### src/rtl/display_capture.sv
// display_capture: receive side of a multiplexed seven-segment display.
// Samples the active-low segment and anode buses, decodes each stable digit
// back to a hex nibble and emits the reassembled word with a one-cycle
// frame_valid pulse once every digit position has been captured.
module display_capture #(
   parameter int number_input_width = 32,
   parameter int SETTLE_CYCLES      = 4
) (
   input  logic                          clock,
   input  logic                          reset,
   input  logic [7:0]                    sevensegment,
   input  logic [7:0]                    AN,
   output logic [number_input_width-1:0] numero_binario,
   output logic                          frame_valid,
   output logic                          frame_error
);

   localparam int NUM_DIGITS = number_input_width / 4;
   localparam int CW         = $clog2(SETTLE_CYCLES + 1);

   localparam logic [CW-1:0] STAB_MAX = CW'(SETTLE_CYCLES);
   localparam logic [CW-1:0] STAB_CAP = CW'(SETTLE_CYCLES - 1);

   // Anode positions that belong to this word; higher anodes read as idle.
   localparam logic [8:0] SEL_FULL = (9'd1 << NUM_DIGITS) - 9'd1;
   localparam logic [7:0] SEL_MASK = SEL_FULL[7:0];

   // Active-low {g..a} pattern to {valid, nibble}; unknown patterns give 0.
   function automatic logic [4:0] decode_seg(input logic [6:0] seg);
      logic [4:0] res;
      case (seg)
         7'h40:   res = {1'b1, 4'h0};
         7'h79:   res = {1'b1, 4'h1};
         7'h24:   res = {1'b1, 4'h2};
         7'h30:   res = {1'b1, 4'h3};
         7'h19:   res = {1'b1, 4'h4};
         7'h12:   res = {1'b1, 4'h5};
         7'h02:   res = {1'b1, 4'h6};
         7'h78:   res = {1'b1, 4'h7};
         7'h00:   res = {1'b1, 4'h8};
         7'h10:   res = {1'b1, 4'h9};
         7'h08:   res = {1'b1, 4'hA};
         7'h03:   res = {1'b1, 4'hB};
         7'h46:   res = {1'b1, 4'hC};
         7'h21:   res = {1'b1, 4'hD};
         7'h06:   res = {1'b1, 4'hE};
         7'h0E:   res = {1'b1, 4'hF};
         default: res = {1'b0, 4'h0};
      endcase
      return res;
   endfunction

   // Registered state and next-state values
   logic [14:0]                   in_q,       in_d;
   logic [CW-1:0]                 stab_q,     stab_d;
   logic                          captured_q, captured_d;
   logic [NUM_DIGITS-1:0]         mask_q,     mask_d;
   logic                          err_q,      err_d;
   logic [number_input_width-1:0] shadow_q,   shadow_d;
   logic [number_input_width-1:0] numero_q,   numero_d;
   logic                          valid_q,    valid_d;
   logic                          ferr_q,     ferr_d;

   // Combinational helpers
   logic [14:0]           sample_s;
   logic                  same_s;
   logic [7:0]            an_eff_s;
   logic [7:0]            low_s;
   logic                  blank_s;
   logic                  onehot_s;
   logic                  multi_s;
   logic                  stable_hit_s;
   logic                  capture_s;
   logic                  multi_err_s;
   logic [4:0]            dec_s;
   logic                  dec_err_s;
   logic [NUM_DIGITS-1:0] cap_vec_s;
   logic [NUM_DIGITS-1:0] mask_next_s;
   logic                  err_next_s;
   logic                  frame_done_s;
   logic                  unused_dp_s;

   // The decimal point carries no information for the reconstructed word.
   assign unused_dp_s = sevensegment[7];
   assign sample_s    = {AN, sevensegment[6:0]};

   // Classify the registered anode bus and decide whether this edge captures.
   always_comb begin
      same_s       = (sample_s == in_q);
      an_eff_s     = in_q[14:7] | ~SEL_MASK;
      low_s        = ~an_eff_s;
      blank_s      = (low_s == 8'd0);
      onehot_s     = !blank_s && ((low_s & (low_s - 8'd1)) == 8'd0);
      multi_s      = !blank_s && !onehot_s;
      stable_hit_s = same_s && (stab_q == STAB_CAP) && !captured_q;
      capture_s    = stable_hit_s && onehot_s;
      multi_err_s  = stable_hit_s && multi_s;
      dec_s        = decode_seg(in_q[6:0]);
      dec_err_s    = !dec_s[4];
      // For a one-hot select the active-low anodes are the digit select vector.
      if (capture_s) begin
         cap_vec_s = low_s[NUM_DIGITS-1:0];
      end else begin
         cap_vec_s = '0;
      end
      mask_next_s  = mask_q | cap_vec_s;
      err_next_s   = err_q | multi_err_s | (capture_s & dec_err_s);
      frame_done_s = capture_s && (&mask_next_s);
   end

   // Input sampling, stability counting and once-per-dwell capture flag.
   always_comb begin
      in_d       = sample_s;
      stab_d     = stab_q;
      captured_d = captured_q;
      if (!same_s) begin
         stab_d     = '0;
         captured_d = 1'b0;
      end else begin
         if (stab_q != STAB_MAX) begin
            stab_d = stab_q + CW'(1);
         end else begin
            stab_d = stab_q;
         end
         if (capture_s || multi_err_s) begin
            captured_d = 1'b1;
         end else begin
            captured_d = captured_q;
         end
      end
   end

   // Shadow word update, frame assembly and output pulse generation.
   always_comb begin
      shadow_d = shadow_q;
      numero_d = numero_q;
      mask_d   = mask_next_s;
      err_d    = err_next_s;
      valid_d  = 1'b0;
      ferr_d   = 1'b0;
      for (int j = 0; j < NUM_DIGITS; j++) begin
         if (cap_vec_s[j]) begin
            shadow_d[4*j +: 4] = dec_s[3:0];
         end else begin
            shadow_d[4*j +: 4] = shadow_q[4*j +: 4];
         end
      end
      if (frame_done_s) begin
         numero_d = shadow_d;
         valid_d  = 1'b1;
         ferr_d   = err_next_s;
         mask_d   = '0;
         err_d    = 1'b0;
      end else begin
         numero_d = numero_q;
      end
   end

   // State register with synchronous reset; a partial frame is discarded.
   always_ff @(posedge clock) begin
      if (reset) begin
         in_q       <= '1;
         stab_q     <= '0;
         captured_q <= 1'b0;
         mask_q     <= '0;
         err_q      <= 1'b0;
         shadow_q   <= '0;
         numero_q   <= '0;
         valid_q    <= 1'b0;
         ferr_q     <= 1'b0;
      end else begin
         in_q       <= in_d;
         stab_q     <= stab_d;
         captured_q <= captured_d;
         mask_q     <= mask_d;
         err_q      <= err_d;
         shadow_q   <= shadow_d;
         numero_q   <= numero_d;
         valid_q    <= valid_d;
         ferr_q     <= ferr_d;
      end
   end

   assign numero_binario = numero_q;
   assign frame_valid    = valid_q;
   assign frame_error    = ferr_q;

endmodule

### config.mk
export PLATFORM = sky130hd
export DESIGN_NAME = display_capture
export DESIGN_NICKNAME = d
export VERILOG_FILES = /design/src/rtl/display_capture.sv
export SDC_FILE = /design/constraint.sdc
export NUM_CORES = 1
export LEC_CHECK = 0
export CELL_PAD_IN_SITES_DETAIL_PLACEMENT = 0
export CELL_PAD_IN_SITES_GLOBAL_PLACEMENT = 1
export CORE_MARGIN = 8
export CORE_UTILIZATION = 40
export CTS_BUF_LIST = sky130_fd_sc_hd__clkbuf_8
export CTS_CLUSTER_SIZE = 30
export DETAILED_ROUTE_END_ITERATION = 8
export GPL_TIMING_DRIVEN = 0
export HOLD_SLACK_MARGIN = 0.08
export PLACE_DENSITY = 0.73
export SYNTH_ARGS = -nofsm -noshare
export SYNTH_HDL_FRONTEND = slang
export SYNTH_SLANG_ARGS = --single-unit
### constraint.sdc
create_clock -name clock -period 8 [get_ports clock]
set_input_delay 2.4 -clock clock [delete_from_list [all_inputs] [get_ports clock]]
set_output_delay 2.4 -clock clock [all_outputs]
set_load 0.005 [all_outputs]
==> summary.md <==
| Metric | Value |
|---|---|
| Status | `complete, no violations` |
| Total Power | `0.919 mW` |
| Root Buffer | `clkbuf_8` |
| Core area | `a little over 10000 sq um` |
| Internal | `0.710 mW` |
| Detailed Route WL | `9730 um` |
| Routed vias/inst | `5.19` |
| Setup bufs post-CTS | `0` |
| Final setup vio count | `0` |
| Most common cell after layout, fill and taps aside | `dfxtp_1` |
| Synth Register Bits | `94` |
| Final design utilization | `49.9%` |
| Post-synth EDFFs | `0` |
| Later-pin clock latency in the skew report | `0.37 ns` |
| Synth async-reset ratio | `0%` |
| CTS max path bufs | `2` |
| Global-route wire length before repair | `16200 um` |
| Filler instances | `980` |
| I/O Pins | `52` |
| Die Y | `118 um` |
| CTS tree | `built` |
| Post-synth cell types | `52` |
| Crit Path Class | `input port to flop` |
| Clock power share | `42.3%` |
| Net Count, Synth | `433` |
| Ant diodes | `0` |
| H-tree depth | `3` |
| Fin nets | `between 400 and 500` |
| Syn Inst Count | `412` |
| Startpoint class of the critical path | `input port` |
| DRT iter0 DRCs | `180` |
| Min cycle time layout | `roughly 5.0 ns` |
| Comb power frac | `5.8%` |
| GR Util All Layers | `between 10% and 20%` |
| Max-slew headroom | `41.8%` |
| Slew Viols, Final | `0` |
| Commonest non-fill, non-tap cells in the layout | `94 x dfxtp_1, 49 x clkdlybuf4s50_1, 38 x nor2b_1, 37 x a21oi_1, 29 x mux2_4` |
| Vias in the first global route | `roughly 3200` |
| Max_cap viols | `0` |
| Leakage | `about 2 nW` |
| Port bufs | `49` |
| Syn avg cell area | `10.2 sq um` |
| Final Hold Viols | `0` |
| Synth Cell Area | `4190 sq um` |
| Detailed placement HPWL | `7050 um` |
| Wirelength per Cell | `15.9 um` |
| Total number of vias | `~3200` |
| GPL Wtd Cong | `0.809` |
| Worst slew pin tran | `approximately 0.87 ns` |
| Crit-path slowest cell | `nor4_1` |
| Die area | `14000 sq um` |
| # DRC | `0` |
| HP Class | `flop to flop` |
| Resize count post-CTS | `0` |
| Maximum achievable frequency | `~200 MHz` |
| Switch share | `22.8%` |
| CP Data Required Time | `approximately 8.3 ns` |
| Die Span X | `approximately 120 um` |
| Critical path arrival | `5.25 ns` |
| Final instance area | `5100 sq um` |
| Share of cells above drive strength 1 | `17.0%` |
| CTS buffer count | `9` |
| Pre-antenna DRT Iters | `4` |
| Final TNS setup | `0 ns` |
| Post-DRT Antenna Nets | `0` |
| VDD IR-drop max | `0.0984 mV` |
| Clock Skews | `roughly 0.014 ns` |
| RSZ-0062 raised after global routing | `false` |
| Crit path buf inv count | `3` |
| Clock transition at path regs | `around 0.09 ns` |
| CP peak stage delay | `0.53 ns` |
| Top cell family by delay on the critical path | `simple AND/OR/NAND/NOR gates` |
| Post-synthesis sequential area ratio | `44.9%` |
| Pin count of the biggest net entering global routing | `16` |
| Initial Util | `just over 40%` |
| Area of placed instances | `4850 sq um` |
| Pwr dens | `180 nW/um^2` |
| CTS Sinks | `94` |
| Yosys warning count | `0` |
| Sequential Power Share | `51.8%` |
| Crit. End Element | `flop` |
| Hold buffers post-CTS | `0` |
| P_sw | `between 0.2 and 0.25 mW` |
| Total grt overflow | `0` |
| Synth Flop Type | `dfxtp_1` |
| Area Overhead vs Synth | `21.7%` |
| Cell chain of the critical path | `clkdlybuf4s50_1 > xor2_1 > nor4_1 > and2_2 > and4_1 > buf_2 > a21o_1 > o2111ai_4 > buf_6 > mux2_4` |
| CP Max Fanout | `10` |
| Initial antenna violation count | `0` |
| Core Rows | `37` |
| Period utilization | `a little over three fifths` |
==> power groups by stage <==
stage | sequential (mW) | clock [mW] | combinational (mW)
floorplan | 0.486 | 0 | 0.0346
finish | 0.476 | 0.389 | 0.0537
global placement | 0.487 | 0 | 0.0529
CTS | 0.477 | 0.397 | 0.0537
global route | 0.477 | 0.418 | 0.0592
detailed placement | 0.488 | 0 | 0.0536
==> kinds of logic (layout without fill, tap and decap cells) <==
family	Yosys count	in the layout	synth area share, %
AO/OA/AOI/OAI	98	98	16.5
XOR/XNOR	17	17	3.55
adder cells (fa/ha/maj)	3	3	0.895
buffers and inverters	43	107	4.56
flip-flops	94	94	44.9
multiplexers	33	33	11.4
AND/OR/NAND/NOR	124	124	18.2
==> final cells by class <==
cell class,instances,area (sq um),area share [%]
clock buffer,10,138,2.70
sequential,94,1880,36.9
tap,136,170,3.33
timing repair buffer,49,490,9.61
inverter,12,45.0,0.882
buffer,31,146,2.87
multi-input combinational,275,2130,41.7
clock inverter,5,106,2.08
==> registers in the layout (all words and copies together), names as in the netlist <==
name	count
stab_q	3
mask_q	8
numero_binario	32
in_q	15
shadow_q	32
captured_q	1
err_q	1
frame_error	1
frame_valid	1
==> Yosys cell counts (4+ instances only) <==
cell type  count  area [sq um]
or2_2         15          93.8
clkbuf_1      22          82.6
nor3b_1        8          60.1
mux2_4        29           435
a211oi_1      21           158
dfxtp_1       94          1880
nand2_1       11          41.3
nor4_1         4          25.0
and3b_1        4          35.0
buf_2          5          25.0
xor2_1        15           131
a21o_1         4          30.0
inv_1          9          33.8
o21ai_0        4          20.0
nor2b_1       38           238
nor2_1        18          67.6
nor3_1         7          35.0
a21oi_1       37           185
a311oi_1      17           149
==> layer usage <==
metal / global-route usage, % / vias up / routed length (um)
li1: - / 1596 / -
met1: 17.9 / 1488 / 4700
met2: 22.1 / 74 / 4280
met3: 3.76 / 17 / 581
met4: 5.45 / 0 / 170
met5: 0 / - / 0
==> tightest hold or removal path, stage by stage, from the launching register on <==
cell     delay (ns)
dfxtp_1        0.32
nor2_1         0.10
nor3_1         0.04
==> metrics by stage <==
| step | setup slack [ns] | hold slack, ns | instances |
|---|---|---|---|
| floorplan | 3.56 | 0.466 | 412 |
| CTS | 3.00 | 0.498 | 612 |
| detailed placement | 2.61 | 0.481 | 597 |
| global route | 2.88 | 0.532 | 612 |
| finish | 3.00 | 0.494 | 612 |
| global placement | 2.59 | 0.485 | 597 |
==> worst paths after layout <==
kind                                 start            endpoint  slack, ns  cells past startpoint
worst max-delay path                 AN[7]  numero_binario[10]       3.00                     10
worst min-delay path            captured_q          captured_q       0.49                      2
worst max register to register     in_q[2]  numero_binario[10]       4.98                     10
worst min register to register  captured_q          captured_q       0.49                      2
Power figures use the tool's default switching activity.
